### src/rtl/swt16_hazard_ctrl.sv
// swt16 hazard/forwarding controller: tracks in-flight register writes, picks operand
// forwarding sources, stalls on load-use and sequences multi-cycle branch flushes.
module swt16_hazard_ctrl #(
    parameter int unsigned REG_IDX_WIDTH = 4,
    parameter int unsigned PIPE_DEPTH    = 3,
    parameter int unsigned LOAD_STAGE    = 2,
    parameter int unsigned FLUSH_CYCLES  = 2,
    parameter int unsigned ZERO_REG_HW   = 0,
    parameter int unsigned SEL_W         = 2
) (
    input  logic                            clock,
    input  logic                            reset,
    input  logic                            in_dc_valid,
    input  logic [REG_IDX_WIDTH-1:0]        in_dc_src1_idx,
    input  logic                            in_dc_src1_used,
    input  logic [REG_IDX_WIDTH-1:0]        in_dc_src2_idx,
    input  logic                            in_dc_src2_used,
    input  logic [REG_IDX_WIDTH-1:0]        in_dc_dst_idx,
    input  logic                            in_dc_writes,
    input  logic                            in_dc_is_load,
    input  logic                            in_branch_taken,
    output logic                            out_stall,
    output logic                            out_flush,
    output logic [SEL_W-1:0]                out_fwd_src1_sel,
    output logic [SEL_W-1:0]                out_fwd_src2_sel,
    output logic [(2**REG_IDX_WIDTH)-1:0]   out_busy_mask
);

    localparam int unsigned CNT_W = $clog2(FLUSH_CYCLES + 1);

    // Scoreboard slots: index 1 = EX, index PIPE_DEPTH = WB
    logic [PIPE_DEPTH:1]      slot_valid_q;
    logic [PIPE_DEPTH:1]      slot_load_q;
    logic [REG_IDX_WIDTH-1:0] slot_dst_q [1:PIPE_DEPTH];
    logic [CNT_W-1:0]         flush_cnt_q;

    logic                     src1_zero;
    logic                     src2_zero;
    logic [PIPE_DEPTH:1]      match1;
    logic [PIPE_DEPTH:1]      match2;
    logic                     found1;
    logic                     found2;
    logic                     load_use1;
    logic                     load_use2;

    assign src1_zero = (ZERO_REG_HW != 0) && (in_dc_src1_idx == '0);
    assign src2_zero = (ZERO_REG_HW != 0) && (in_dc_src2_idx == '0);

    always_comb begin
        match1 = '0;
        match2 = '0;
        for (int unsigned k = 1; k <= PIPE_DEPTH; k++) begin
            match1[k] = slot_valid_q[k] && (slot_dst_q[k] == in_dc_src1_idx)
                        && in_dc_src1_used && !src1_zero;
            match2[k] = slot_valid_q[k] && (slot_dst_q[k] == in_dc_src2_idx)
                        && in_dc_src2_used && !src2_zero;
        end
    end

    // Lowest matching slot is the newest producer and wins the forward
    always_comb begin
        out_fwd_src1_sel = '0;
        out_fwd_src2_sel = '0;
        found1           = 1'b0;
        found2           = 1'b0;
        load_use1        = 1'b0;
        load_use2        = 1'b0;
        for (int unsigned k = 1; k <= PIPE_DEPTH; k++) begin
            if (match1[k] && !found1) begin
                found1           = 1'b1;
                out_fwd_src1_sel = SEL_W'(k);
                load_use1        = slot_load_q[k] && (k < LOAD_STAGE);
            end
            if (match2[k] && !found2) begin
                found2           = 1'b1;
                out_fwd_src2_sel = SEL_W'(k);
                load_use2        = slot_load_q[k] && (k < LOAD_STAGE);
            end
        end
    end

    always_comb begin
        out_busy_mask = '0;
        for (int unsigned k = 1; k <= PIPE_DEPTH; k++) begin
            if (slot_valid_q[k]) begin
                out_busy_mask[slot_dst_q[k]] = 1'b1;
            end
        end
    end

    assign out_flush = in_branch_taken || (flush_cnt_q != '0);
    assign out_stall = in_dc_valid && !out_flush && (load_use1 || load_use2);

    // Slots past EX always advance; only slot 1 takes a bubble on stall/flush
    always_ff @(posedge clock) begin
        if (reset) begin
            slot_valid_q <= '0;
            slot_load_q  <= '0;
            flush_cnt_q  <= '0;
            for (int unsigned k = 1; k <= PIPE_DEPTH; k++) begin
                slot_dst_q[k] <= '0;
            end
        end else begin
            slot_valid_q[1] <= in_dc_valid && in_dc_writes && !out_stall && !out_flush;
            slot_load_q[1]  <= in_dc_is_load;
            slot_dst_q[1]   <= in_dc_dst_idx;
            for (int unsigned k = 2; k <= PIPE_DEPTH; k++) begin
                slot_valid_q[k] <= slot_valid_q[k-1];
                slot_load_q[k]  <= slot_load_q[k-1];
                slot_dst_q[k]   <= slot_dst_q[k-1];
            end
            if (in_branch_taken) begin
                flush_cnt_q <= CNT_W'(FLUSH_CYCLES - 1);
            end else if (flush_cnt_q != '0) begin
                flush_cnt_q <= flush_cnt_q - CNT_W'(1);
            end
        end
    end

endmodule

### config.mk
export PLATFORM = sky130hd
export DESIGN_NAME = swt16_hazard_ctrl
export DESIGN_NICKNAME = d
export VERILOG_FILES = /design/src/rtl/swt16_hazard_ctrl.sv
export SDC_FILE = /design/constraint.sdc
export NUM_CORES = 1
export LEC_CHECK = 0
export CORE_ASPECT_RATIO = 0.8
export CORE_MARGIN = 2
export CORE_UTILIZATION = 49
export CTS_CLUSTER_DIAMETER = 200
export DETAILED_ROUTE_END_ITERATION = 8
export PLACE_DENSITY = 0.88
export SYNTH_ARGS = -nofsm -noshare
export SYNTH_HDL_FRONTEND = slang
export SYNTH_SLANG_ARGS = --single-unit
### constraint.sdc
create_clock -name clock -period 4.1 [get_ports clock]
set_input_delay 0.41 -clock clock [delete_from_list [all_inputs] [get_ports clock]]
set_output_delay 0.41 -clock clock [all_outputs]
set_load 0.02 [all_outputs]
Word-level counts from Yosys, hierarchy flattened --
Memories as Yosys holds them, arrays and structs flattened. Cells that the tools add are included. Widths: inputs -> output; s select.
Word-level totals: register bits 6, bits of input ports 20, memory bits (writable) 12, output and inout port bits 22, memories kept 1
Memory list:
- slot_dst_q | depth 3, bits a word 4, rd ports 3, clocked after memory_dff 0, wr ports 3, RTL line 34 | logic [REG_IDX_WIDTH-1:0] slot_dst_q [1:PIPE_DEPTH];
Operators by class: $lt $le $gt $ge 6, $add $sub $neg 1, muxes and demuxes 33, bitwise gates (word level) 5, eq/ne operators 6, reduce and logical (&&, ||, !) cells 35
Operators by type and width (count):
- $mux 16 | 3
- $or 16x16->16 | 2
- $eq 4x4->1 | 6
- $logic_and 1x1->1 | 24
- $mux 1 | 20
- $lt 4x5->1 const B | 3
- $demux 1 s4 | 3
- $ge 4x1->1 const B | 3
- $mux 4 | 3
- $mux 2 | 4
- $logic_not 1->1 | 6
- $reduce_bool 2->1 | 2
- $or 1x1->1 | 3
- $logic_or 1x1->1 | 2
- $reduce_or 2->1 | 1
- $sub 2x1->2 const B | 1

Longest topological paths before layout --
An unclocked memory read counts as a cell.
word-level depth 16, gate-level depth with buffers 5, gate-level depth less buffers 5

Worst setup path before layout --
Ideal clock, no wire load.
path type in2out, from in in_dc_src2_idx[0], to out out_stall, required time 3690 ps, arrival 1610 ps, stages on the path 4, buffers on the path 0, slack 2080 ps, cell sequence inv_1 -> a2111o_1 -> or3_4 -> a211oi_2
On the way: word-level cells in the longest chain between the ends 12, elaborated cells on any way between the ends 20, those cells by class eq/ne: 3; mux: 5; reduce/logical: 12
Ends and longest elaborated chain:
- start, declared | RTL line 16 | input logic [REG_IDX_WIDTH-1:0] in_dc_src2_idx,
- $eq 4x4->1 | RTL line 55 | match2[k] = slot_valid_q[k] && (slot_dst_q[k] == in_dc_src2_idx)
- $logic_and 1x1->1 | RTL line 55
- $logic_and 1x1->1 | RTL line 56 | && in_dc_src2_used && !src2_zero;
- $mux 1 | RTL line 74 | if (match2[k] && !found2) begin
- $logic_not 1->1 | RTL line 74
- $logic_and 1x1->1 | RTL line 74
- $mux 1 | RTL line 74
- $logic_not 1->1 | RTL line 74
- $logic_and 1x1->1 | RTL line 74
- $mux 1 * | RTL line 74
- $logic_or 1x1->1 * | RTL line 92 | assign out_stall = in_dc_valid && !out_flush && (load_use1 || load_use2);
- $logic_and 1x1->1 * | RTL line 92
- end, declared | RTL line 22 | output logic out_stall,
Every way passes the cells marked *; elsewhere a longest branch is shown, timed or not.

Final worst setup path --
from in in_dc_src2_idx[3], to out out_stall
The elaborated chain is that of the path after synthesis.

==> results.txt <==
first-pass GRT wire length = 6360 µm
Yosys warning total = 0
RR Endpoint = slot_valid_q[1]$_SDFF_PP0_
full die area = 0.00320 mm²
most common cell after layout, fill and taps aside = clkdlybuf4s50_1
Worst Skew = 0.00717 ns
power per cell area = 211 mW/mm²
Final Util = 0.668
most frequent cells in the layout = 41 x clkdlybuf4s50_1, 22 x nor2_1, 21 x nand2_1, 18 x dfxtp_1, 17 x nand3_1
Clock Sinks = 18
dpl ws = 1.03 ns
PnR worst setup slack = 1.02 ns
Rows = 17
CTS tree = done
DR pass1 iterations = 4
Placed Area = 0.00177 mm²
Switching Power = 0.000105 W
worst-skew pair later-pin latency = 0.30 ns
total CTS buffers = 3
combinational share of power = 0.202
H-tree depth = 1
syn avg cell area = 7.08 µm²
cell area after layout = 0.00181 mm²
Hold EP = flush_cnt_q[1]$_SDFFE_PP0P_
worst reg2reg path depth = 4
final WL = 3640 µm
post-synthesis sequential area ratio = 0.266
Max Cap Viol = 0
cell count after synthesis = 191
Setup-failing EPs final = 0
Reg power frac = 0.516
Starting Density = 0.501
IO Pins = 42
CTS root buf = clkbuf_4
CP max-delay cell = clkdlybuf4s50_1
Area Growth Syn to Fin = 33.5%
Worst setup EP type = output port
CP Class = in -> out
gr ovfl total = 0
Critical Path AT = 2.67 ns
setup_tns = 0 ns
chip width = 62.7 µm
predominant post-synthesis flop cell = dfxtp_1
RSZ-0062 raised after global routing = no
WHS Path Cells = 2
Final Non-Filler Cells = 264
largest net degree at the start of global routing = 19
placed cells = 260
largest area contributor in the netlist = dfxtp_1
Final Hold Vio Count = 0
Port Buffers = 41
Core Box Area = 0.00270 mm²
hold buffers post-CTS = 0
setup bufs post-CTS = 0
post-DR vias/cell = 5.62
vias in the first global route = 1388
Clk pwr share = 0.281
Final min period = 3.08 ns
Max VDD drop = 0.234 mV
Worst path most repeated cell = clkdlybuf4s50_1
ANT nets after route = 0
reg2reg start = slot_dst_q[0][7]$_SDFF_PP0_
wire length per cell = 13.8 µm
Placer Congestion = 0.919
drt drc = 0
Cell variety after synth = 37
Max Fanout on Critical Path = 5
area of the mapped netlist = 0.00135 mm²
cell-internal power = 0.000277 W
initial drt markers = 97
setup slack, reg-to-reg = 2.56 ns
Worst setup SP type = primary input
Sw Ratio = 0.276
worst min path class = reg -> reg
critical path's largest stage delay = 0.63 ns
nets@finish = 248
Max Freq = 0.325 GHz
share of cells above drive strength 1 = 0.0265
Slew @ Worst Pin = 0.568 ns
post_cts resized = 0
crit path cell chain = clkdlybuf4s50_1, nor2b_1, a2111o_1, or3_4, a211oi_2, clkdlybuf4s50_1
die height = 51.0 µm
Worst Path Required = 3.69 ns
syn_nets = 212
antenna cells = 0
worst rel slew slack = 0.620
status = complete, no violations
Worst-path clk slew = 0.09 ns
EDFF count, synth = 0
total number of vias = 1484
detailed placer's ending HPWL = 2870 µm
Synth area leaders = dfxtp_1 27%, xor2_1 7.1%, nand3_1 6.3%
Tcrit/Tclk final = 0.751
ys async rst share = 0
Yosys top cell area share = 0.266
static leakage = 0.729 nW
initial antenna violation count = 0
Slew Viols, Final = 0
CTS max path bufs = 2
hold path start = flush_cnt_q[1]$_SDFFE_PP0P_
Total GRT Usage = 0.252
flops & latches, synth = 18
per-stage QoR:
step           hold WS [ns]  total power [W]
6_report              0.522         0.000382
5_1_grt               0.583         0.000401
4_1_cts               0.523         0.000384
3_5_place_dp          0.510         0.000278
3_3_place_gp          0.502         0.000275
2_1_floorplan         0.479         0.000240
synthesized netlist by cell type, drive strengths merged (2+ instances only):
cell and count:
a21boi 2, xnor2 5, xor2 11, nor3 6, nor2 22, o21ai 4
o221ai 3, nand4 2, and3 5, inv 15, a22oi 8, dfxtp 18
buf 3, a32oi 2, nand2b 6, nand2 21, clkbuf 7, nor2b 13
nor4 3, nor3b 2, nand3 17, a21oi 2
layer usage:
metal / part of all wire / vias to the layer above / GRT usage
li1: - / 730 / -
met1: 0.44 / 690 / 0.328
met2: 0.48 / 57 / 0.439
met3: 0.070 / 7 / 0.0507
met4: 0.0099 / 0 / 0.0481
met5: 0 / - / 0
worst max path at each step:
stage	depth (start not counted)	start	slack, ns	to
6_report	6	in_dc_src2_idx[3]	1.02	out_stall
3_3_place_gp	6	in_dc_src2_idx[0]	1.05	out_stall
5_1_grt	6	in_dc_src2_idx[3]	0.90	out_stall
3_5_place_dp	6	in_dc_src2_idx[3]	1.03	out_stall
4_1_cts	6	in_dc_src2_idx[0]	1.02	out_stall
2_1_floorplan	4	in_dc_src2_idx[0]	2.08	out_stall
critical path: cells and delay by family:
family / cells / cell delay, ns
and+or+nand+nor: 2 / 0.47
AOI/OAI and AO/OA: 2 / 0.59
buffers and inverters: 2 / 1.19
logic make-up after synthesis:
family | share of synthesized area
XOR/XNOR | 0.104
flip-flops | 0.266
AO/OA/AOI/OAI | 0.161
AND/OR/NAND/NOR | 0.388
adder cells (fa/ha/maj) | 0.00925
buffers and inverters | 0.0722
power groups by stage:
stage	clock network (W)	registers, W	logic [W]
finish	0.000107	0.000197	0.0000772
global placement	0	0.000200	0.0000746
floorplan	0	0.000190	0.0000500
CTS	0.000110	0.000197	0.0000774
detailed placement	0	0.000201	0.0000770
global route	0.000117	0.000199	0.0000855
area by class of cell:
| type | instances | area, µm² |
|---|---|---|
| fillers | 244 | 896 |
| inverters | 15 | 56.3 |
| multi-input cells | 148 | 895 |
| repair buffers | 41 | 410 |
| clock buffers | 4 | 36.3 |
| well taps | 38 | 47.5 |
| flip-flops and latches | 18 | 360 |
state kept, by name, indices dropped and copies added (netlist names):
| name | flops |
|---|---|
| flush_cnt_q | 2 |
| slot_dst_q | 12 |
| slot_load_q | 1 |
| slot_valid_q | 3 |
Note: power is estimated with default switching activity, not from simulation.
